--- config.mk ---
export PLATFORM = sky130hd
export DESIGN_NAME = mbgd_phase1_ctrl
export DESIGN_NICKNAME = d
export VERILOG_FILES = /design/src/rtl/mbgd_pkg.sv /design/src/rtl/mbgd_valid_pipe.sv /design/src/rtl/mbgd_phase1_ctrl.sv
export SDC_FILE = /design/constraint.sdc
export NUM_CORES = 1
export LEC_CHECK = 0
export CORE_UTILIZATION = 47
export CTS_CLUSTER_SIZE = 30
export DETAILED_ROUTE_END_ITERATION = 16
export PLACE_DENSITY_LB_ADDON = 0.2
export SETUP_SLACK_MARGIN = 0.15
export SYNTH_ARGS = -nofsm -noshare
export SYNTH_HDL_FRONTEND = slang
export SYNTH_SLANG_ARGS = --single-unit
--- constraint.sdc ---
create_clock -name clk -period 2.63 [get_ports clk]
set_clock_uncertainty 0.05 [all_clocks]
set_input_delay 0.3945 -clock clk [delete_from_list [all_inputs] [get_ports clk]]
set_output_delay 0.3945 -clock clk [all_outputs]
set_load 0.01 [all_outputs]
--- src/rtl/mbgd_pkg.sv ---
// mbgd_pkg: shared FSM encoding and pipeline-depth constants for the phase-1 blocks.
package mbgd_pkg;

    typedef enum logic [1:0] {
        ST_IDLE  = 2'd0,
        ST_ISSUE = 2'd1,
        ST_DRAIN = 2'd2,
        ST_DONE  = 2'd3
    } state_e;

    localparam int MBGD_LAT = 3;
    localparam int MBGD_TOT = MBGD_LAT + 1;

    // One extra stage for the synchronous sample-memory read ahead of the datapath.
    function automatic int tot_of(input int lat);
        return lat + 1;
    endfunction

endpackage

--- src/rtl/mbgd_valid_pipe.sv ---
// mbgd_valid_pipe: DEPTH-deep valid shift register that advances only when en is high.
module mbgd_valid_pipe #(
    parameter int DEPTH = 4
) (
    input  logic clk,
    input  logic resetn,
    input  logic en,
    input  logic din,
    output logic dout
);

    logic [DEPTH-1:0] v_q, v_d;

    always_comb begin
        v_d = v_q;
        if (en) begin
            v_d[0] = din;
            for (int i = 1; i < DEPTH; i++) v_d[i] = v_q[i-1];
        end
    end

    always_ff @(posedge clk or negedge resetn) begin
        if (!resetn) v_q <= '0;
        else         v_q <= v_d;
    end

    assign dout = v_q[DEPTH-1];

endmodule

--- src/rtl/mbgd_phase1_ctrl.sv ---
// mbgd_phase1_ctrl: issues one mini-batch of sample reads into the phase-1 datapath
// and writes the returning sigmoid results to the result buffer, with global hold.
module mbgd_phase1_ctrl
    import mbgd_pkg::*;
#(
    parameter int DW        = 8,
    parameter int BATCH     = 16,
    parameter int BATCH_BIT = 4,
    parameter int LAT       = MBGD_LAT
) (
    input  logic                 clk,
    input  logic                 resetn,
    input  logic                 start,
    input  logic                 hold,
    output logic                 smp_rd,
    output logic [BATCH_BIT-1:0] smp_addr,
    output logic                 dp_enable,
    input  logic [DW-1:0]        dp_h,
    output logic                 res_we,
    output logic [BATCH_BIT-1:0] res_addr,
    output logic [DW-1:0]        res_data,
    output logic                 busy,
    output logic                 done
);

    localparam int TOT = tot_of(LAT);
    localparam logic [BATCH_BIT:0] LAST = (BATCH_BIT+1)'(BATCH - 1);

    state_e             state_q, state_d;
    logic [BATCH_BIT:0] rd_cnt_q, rd_cnt_d;
    logic [BATCH_BIT:0] wr_cnt_q, wr_cnt_d;
    logic               v_out;

    always_ff @(posedge clk or negedge resetn) begin
        if (!resetn) begin
            state_q  <= ST_IDLE;
            rd_cnt_q <= '0;
            wr_cnt_q <= '0;
        end else begin
            state_q  <= state_d;
            rd_cnt_q <= rd_cnt_d;
            wr_cnt_q <= wr_cnt_d;
        end
    end

    // Busy-state transitions only fire on a strobe, so hold freezes them implicitly.
    always_comb begin
        state_d = state_q;
        case (state_q)
            ST_IDLE:  state_d = start ? ST_ISSUE : ST_IDLE;
            ST_ISSUE: state_d = (smp_rd && rd_cnt_q == LAST) ? ST_DRAIN : ST_ISSUE;
            ST_DRAIN: state_d = (res_we && wr_cnt_q == LAST) ? ST_DONE : ST_DRAIN;
            default:  state_d = ST_IDLE;
        endcase
    end

    always_comb begin
        rd_cnt_d = smp_rd ? rd_cnt_q + 1'b1 : rd_cnt_q;
        wr_cnt_d = res_we ? wr_cnt_q + 1'b1 : wr_cnt_q;
        if (state_q == ST_IDLE && start) begin
            rd_cnt_d = '0;
            wr_cnt_d = '0;
        end
    end

    always_comb begin
        busy      = (state_q == ST_ISSUE) || (state_q == ST_DRAIN);
        dp_enable = busy && !hold;
        smp_rd    = (state_q == ST_ISSUE) && !hold;
        res_we    = v_out && dp_enable;
        done      = (state_q == ST_DONE);
        smp_addr  = rd_cnt_q[BATCH_BIT-1:0];
        res_addr  = wr_cnt_q[BATCH_BIT-1:0];
        res_data  = resetn ? dp_h : '0;
    end

    mbgd_valid_pipe #(.DEPTH(TOT)) u_valid_pipe (
        .clk    (clk),
        .resetn (resetn),
        .en     (dp_enable),
        .din    (smp_rd),
        .dout   (v_out)
    );

endmodule

# ---- Yosys cells after proc, flatten, opt, wreduce, memory -nomap -nowiden
# Cells that the tools add are included.
dict set report word_totals {
  elab_cells 31
  register_bits 16
  out_inout_bits 21
  input_bits 12
}
dict set report op_classes {
  add_sub_neg 2
  n_mux 9
  n_reduce_logical 11
  n_eq_ne 5
}
# cell count
set ops {}
lappend ops {{$mux W5} 4}
lappend ops {{$add A5 B1 Y5 const B} 2}
lappend ops {{$eq A5 B4 Y1 const B} 2}
lappend ops {{$mux W8} 1}
lappend ops {{$logic_and A1 B1 Y1} 6}
lappend ops {{$pmux W2 S3} 1}
lappend ops {{$eq A2 B2 Y1 const B} 2}
lappend ops {{$reduce_bool A2 Y1} 2}
lappend ops {{$eq A2 B1 Y1 const B} 1}
lappend ops {{$logic_not A2 Y1} 1}
lappend ops {{$mux W1} 2}
lappend ops {{$mux W2} 1}
lappend ops {{$logic_not A1 Y1} 1}
lappend ops {{$logic_or A1 B1 Y1} 1}

# ---- Longest topological paths before layout
dict set report depth {
  word_depth 7
  ltp_mapped 6
  ltp_nobuf 6
}

# ---- Hierarchy
# From an unflattened synthesis, not the netlist that was laid out.
dict set report unflattened {
  cells_unflattened 93
  hier_area_um2 945.9
}
# module seq_area_each_um2 area_each_um2 instances cells_each
set modules_own_cells {}
lappend modules_own_cells {mbgd_phase1_ctrl 300.3 800.8 1 85}
lappend modules_own_cells {mbgd_valid_pipe 100.1 145.1 1 8}

# ---- Least setup slack after synthesis
# Ideal clock, no wire load.
dict set report synth_path {
  path_kind {flip-flop to flip-flop}
  startpoint {register state_q[0]}
  endpoint {register u_valid_pipe.v_q[0]}
  setup_ns 0.125
  period_less_slack_ns 1.685
  arrival_time_ns 1.511
  slack_ns 0.945
  stages_incl_launch_ff 6
  n_path_buf 1
  required_ns 2.455
  path_cell_list {dfrtp_1 inv_1 ha_1 nor2b_1 buf_2 mux2_2}
}
dict set report synth_via {
  elab_chain_len 3
  elab_cells_between_ends 5
  classes_between {eq/ne (2); reduce/logical (3)}
}
# element line_no
set synth_lines {}
lappend synth_lines {{from (decl)} mbgd_phase1_ctrl.sv:29} ;# state_e state_q, state_d;
lappend synth_lines {{from (signal assigned)} mbgd_phase1_ctrl.sv:40} ;# state_q <= state_d;
lappend synth_lines {{$eq A2 B1 Y1 / $eq A2 B2 Y1 (equally long branches)} mbgd_phase1_ctrl.sv:67} ;# busy = (state_q == ST_ISSUE) || (state_q == ST_DRAIN);
lappend synth_lines {{$logic_or A1 B1 Y1 (*)} mbgd_phase1_ctrl.sv:67}
lappend synth_lines {{via busy} mbgd_phase1_ctrl.sv:22} ;# output logic busy,
lappend synth_lines {{$logic_and A1 B1 Y1 (*)} mbgd_phase1_ctrl.sv:68} ;# dp_enable = busy && !hold;
lappend synth_lines {{via dp_enable} mbgd_phase1_ctrl.sv:17} ;# output logic dp_enable,
lappend synth_lines {{to (signal assigned)} mbgd_valid_pipe.sv:24} ;# else v_q <= v_d;
lappend synth_lines {{to (decl)} mbgd_valid_pipe.sv:12} ;# logic [DEPTH-1:0] v_q, v_d;
# The timed path passes the listed nets; every way through them passes the cells marked *.
# A chain may end at the register's enable or synchronous reset.

# ---- Final worst setup path
dict set report layout_path {
  startpoint {register state_q[1]}
  endpoint {output port res_we}
}
dict set report layout_via {
  elab_chain_len 4
  elab_cells_between_ends 5
  classes_between {eq/ne (2); reduce/logical (3)}
}
# element line_no
set layout_lines {}
lappend layout_lines {{$eq A2 B1 Y1 / $eq A2 B2 Y1 (equally long branches)} mbgd_phase1_ctrl.sv:67}
lappend layout_lines {{$logic_or A1 B1 Y1 (*)} mbgd_phase1_ctrl.sv:67}
lappend layout_lines {{$logic_and A1 B1 Y1 (*)} mbgd_phase1_ctrl.sv:68}
lappend layout_lines {{$logic_and A1 B1 Y1 (*)} mbgd_phase1_ctrl.sv:70} ;# res_we = v_out && dp_enable;
lappend layout_lines {{to (decl)} mbgd_phase1_ctrl.sv:19} ;# output logic res_we,
# Every way passes the cells marked *; elsewhere a longest branch is shown, timed or not.

==> results summary <==
The gate count after technology mapping came out at between 90 and 100. The horizontal extent of the die is approximately 47 um. The critical path ends at res_we. The required time of the worst setup path is around 2.2 ns.

The critical path goes through inv_1 > ha_2 > nand3b_4 > inv_1 > clkdlybuf4s50_1. The average instance in the mapped netlist occupies 10.1 um^2. Cells fill 71.8% of the core in the end. The kind of cell with the highest combined delay along the critical path is buffers and inverters. The number of slew-limit violations in the final report is 0. The global-route wire length before repair is ~2900 um.

The maximum frequency from static timing analysis came out at 0.421 GHz. The total of warnings raised by yosys is 0. The count of pins on the block boundary is 33. The number of antenna violations at the first check in global routing came out at 0.

The final cycle utilization of the critical path is between 90 and 100%. The final hold violation count is 0. For this design the static power due to leakage is 0.606 nW. The power density over the cells came out at between 300 and 400 nW/um^2.

Data arrives at the worst endpoint at a little under 2 ns. In this run the number of cells on the critical path is 5. The length in cells of the worst reg-to-reg path is 5.

Clock tree synthesis selected as its root buffer the cell sky130_fd_sc_hd__clkbuf_4. The flow ran to the end, and the final reports show no timing, DRC or antenna violations. The multi-input combinational cells in the finished layout cover a total of 465 um^2.

The height of the chip is 47.0 um. The total number of vias came out at around 740. The remaining global-route overflow came out at 0.

Entering global routing, the biggest net connects 12 pins. The shortest period the worst path allows came out at between 2 and 2.5 ns. Relative to the synthesized area, the layout overhead comes to 37.3%. The count of nets after finishing came out at 146.

Clock latency on the worst-skew pair, taken at its later pin, is approximately 0.29 ns. The type of destination of the critical path is an output pin. Sequential elements use 42.0% of the synthesized area. The area share of the largest cell type after synthesis came out at between 40% and 50%.

The core region is approximately 1800 um^2. The DRC marker count from the first detailed-route iteration came out at 5. The post-route netlist has between 10% and 20% of its cells at a drive strength greater than 1. The worst register-to-register path ends at u_valid_pipe.v_q[2].

The first element of the critical path is state_q[1]. The max-cap violation count is 0. The sum of buffers and inverters on the critical path came out at 3. The total clock sinks came out at 16. The largest single stage delay on the critical path is 0.53 ns. At the pin with the least slew margin, the transition time is ~0.55 ns. The number of nets handed over by synthesis was about 120. The worst setup path is launched from a flip-flop. The die covers 2210 um^2.

The total number of placement rows came out at 15. The area taken by flip-flops and latches is between 400 and 500 um^2. After clock tree synthesis, the clock-pin slew on the worst setup and hold paths is 0.09 ns. The clock passes through at most 2 buffers. The count of nets left with antenna violations once routing finished came out at 0. The CTS tree is yes. The number of antenna diodes in the final layout is 0. The total iterations of the first detailed-routing run is 3. The tightest hold margin came out at about 0.47 ns. For this run, the total global-route usage over all layers was measured as between 10% and 20%. The largest total area in the synthesized netlist belongs to sky130_fd_sc_hd__dfrtp_1.

Sorting the synthesized cells by area gives the leading types as sky130_fd_sc_hd__dfrtp_1, sky130_fd_sc_hd__ha_1, sky130_fd_sc_hd__buf_4, sky130_fd_sc_hd__and2_1, sky130_fd_sc_hd__mux2_2. The critical-path maximum fanout is 7. The routed length per placed instance came out at about 12 um. The worst max-slew margin expressed relative to the limit is a little over three fifths. The setup path with the least slack is of type flip-flop to output pin. The number of distinct library cells after synthesis is 28. The worst register-to-register path begins at state_q[1]. The mean number of vias per cell is around 5.0. The weighted congestion reported at the end of routability-driven placement came out at roughly 0.8. The final total negative setup slack came out at 0 ns. Synthesis inferred 16 register bits. The via count of the first global-routing pass is slightly below 700. Among the stages of the critical path, the cell type that occurs most often is sky130_fd_sc_hd__inv_1. The mapped netlist covers ~950 um^2. The path class of the tightest hold or removal check is flip-flop to flip-flop. The layout has about 140 filler cells. Setup violations remaining at the end of the flow were counted as 0. For this design, the slowest cell found on the critical path is sky130_fd_sc_hd__clkdlybuf4s50_1. The count of buffers added on input and output ports is 32.

The initial core utilization came out at between 50% and 60%. IR analysis of the VDD net gives a maximum drop of 0.438 mV. Setup repair after global routing left no endpoint under its margin. In this run the number of H-tree levels came out at 1. Clock tree synthesis inserted a total of 3 buffers. The register-to-register path setup slack came out at 0.89 ns. The DRC violation count after routing came out at 0.

The post-detailed-routing wire length came out at between 1500 and 2000 um. The HPWL after detailed placement is roughly 1400 um.
[metal layers]
layer  vias up  track usage, %  wire, um
met5         -               0         0
met4         0            6.86        23
met3         4            3.85       141
met2        26            32.8       855
met1       347            24.2       823
li1        366               -         -
[area by class of cell]
cell class / count / share of cell area, %
Clock buffer: 4 / 2.78
Inverter: 6 / 1.72
Multi-Input combinational cell: 62 / 35.6
Sequential cell: 16 / 30.7
Tap cell: 25 / 2.39
Timing Repair Buffer: 36 / 26.8
[cell usage after synthesis]
master                     instances
sky130_fd_sc_hd__a211oi_1          1
sky130_fd_sc_hd__nand4b_1          1
sky130_fd_sc_hd__o21ai_0           2
sky130_fd_sc_hd__xnor2_1           1
sky130_fd_sc_hd__o22ai_1           1
sky130_fd_sc_hd__buf_2             1
sky130_fd_sc_hd__nor2_1            5
sky130_fd_sc_hd__nand2_1           5
sky130_fd_sc_hd__nand2b_4          1
sky130_fd_sc_hd__a21oi_1           7
sky130_fd_sc_hd__ha_1              9
sky130_fd_sc_hd__nand2b_1          1
sky130_fd_sc_hd__nand3_1           3
sky130_fd_sc_hd__nand4_1           1
sky130_fd_sc_hd__dfrtp_1          16
sky130_fd_sc_hd__xor2_1            3
sky130_fd_sc_hd__and2_0            1
sky130_fd_sc_hd__and2_1            8
sky130_fd_sc_hd__clkbuf_1          1
sky130_fd_sc_hd__or2_2             1
sky130_fd_sc_hd__nand3b_1          1
sky130_fd_sc_hd__nor2b_1           1
sky130_fd_sc_hd__or3_1             2
sky130_fd_sc_hd__buf_4             8
sky130_fd_sc_hd__inv_1             6
sky130_fd_sc_hd__nand3b_4          1
sky130_fd_sc_hd__and3_1            2
sky130_fd_sc_hd__mux2_2            4
[state kept, by name (all words and copies together) (netlist names)]
name / cells
rd_cnt_q: 5
u_valid_pipe.v_q: 4
state_q: 2
wr_cnt_q: 5
[worst min path at each step]
stage	from	slack [ns]	endpoint	cells past startpoint
6_report	u_valid_pipe.v_q[1]	0.47	u_valid_pipe.v_q[1]	1
5_1_grt	u_valid_pipe.v_q[1]	0.50	u_valid_pipe.v_q[2]	1
4_1_cts	u_valid_pipe.v_q[0]	0.47	u_valid_pipe.v_q[1]	1
3_5_place_dp	u_valid_pipe.v_q[0]	0.45	u_valid_pipe.v_q[1]	1
3_3_place_gp	u_valid_pipe.v_q[0]	0.43	u_valid_pipe.v_q[1]	1
2_1_floorplan	resetn	0.05	rd_cnt_q[0]	0
[report_power, final]
part | switching (mW) | leakage (nW) | internal [mW]
Combinational | 0.0182 | 0.369 | 0.0349
Clock | 0.0803 | 0.0210 | 0.0844
Sequential | 0 | 0.217 | 0.246
[through the flow]
step	total power, mW	setup slack, ns	instance area (um^2)	instances
floorplan	0.264	0.945	952	94
global placement	0.303	0.446	1260	144
detailed placement	0.304	0.419	1260	144
CTS	0.466	0.211	1290	148
global route	0.480	0.162	1310	149
finish	0.464	0.256	1310	149
[placed cells by master, fill, tap and decap left out]
cell type                          n
sky130_fd_sc_hd__dfrtp_2           1
sky130_fd_sc_hd__xnor2_1           1
sky130_fd_sc_hd__clkdlybuf4s50_1  32
sky130_fd_sc_hd__nand3b_4          1
sky130_fd_sc_hd__nand3_1           3
sky130_fd_sc_hd__buf_4             4
sky130_fd_sc_hd__and2_0            1
sky130_fd_sc_hd__clkbuf_4          3
sky130_fd_sc_hd__nand4_1           1
sky130_fd_sc_hd__and3_1            2
sky130_fd_sc_hd__ha_2              1
sky130_fd_sc_hd__a21oi_1           7
sky130_fd_sc_hd__nand2b_4          1
sky130_fd_sc_hd__and2_1            8
sky130_fd_sc_hd__nand3b_1          1
sky130_fd_sc_hd__mux2_2            4
sky130_fd_sc_hd__nand2_1           5
sky130_fd_sc_hd__o22ai_1           1
sky130_fd_sc_hd__nand4b_1          1
sky130_fd_sc_hd__or3_1             2
sky130_fd_sc_hd__a211oi_1          1
sky130_fd_sc_hd__nand2b_1          1
sky130_fd_sc_hd__nor2_1            5
sky130_fd_sc_hd__or2_2             1
sky130_fd_sc_hd__ha_1              8
sky130_fd_sc_hd__clkbuf_8          1
sky130_fd_sc_hd__xor2_1            3
sky130_fd_sc_hd__o21ai_0           2
sky130_fd_sc_hd__dfrtp_1          15
sky130_fd_sc_hd__nor2b_2           1
sky130_fd_sc_hd__inv_1             6
[what timing repair did]
| action | in CTS | in global routing |
|---|---|---|
| hold buffers | 0 | 0 |
| gates resized for setup | 0 | 3 |
| endpoints found under the setup margin | 0 | 2 |
| buffers inserted | 0 | 1 |
| endpoints found under the hold margin | 0 | 0 |
[cell families after synthesis]
group / count (synthesis) / share of synthesized area, %
and+or+nand+nor: 34 / 21.9
DFF: 16 / 42.0
AOI/OAI and AO/OA: 11 / 6.18
muxes: 4 / 4.73
buffers and inverters: 16 / 9.59
xor gates and xnor gates: 4 / 3.68
adders and majority gates: 9 / 11.8
Power figures use the tool's default switching activity.
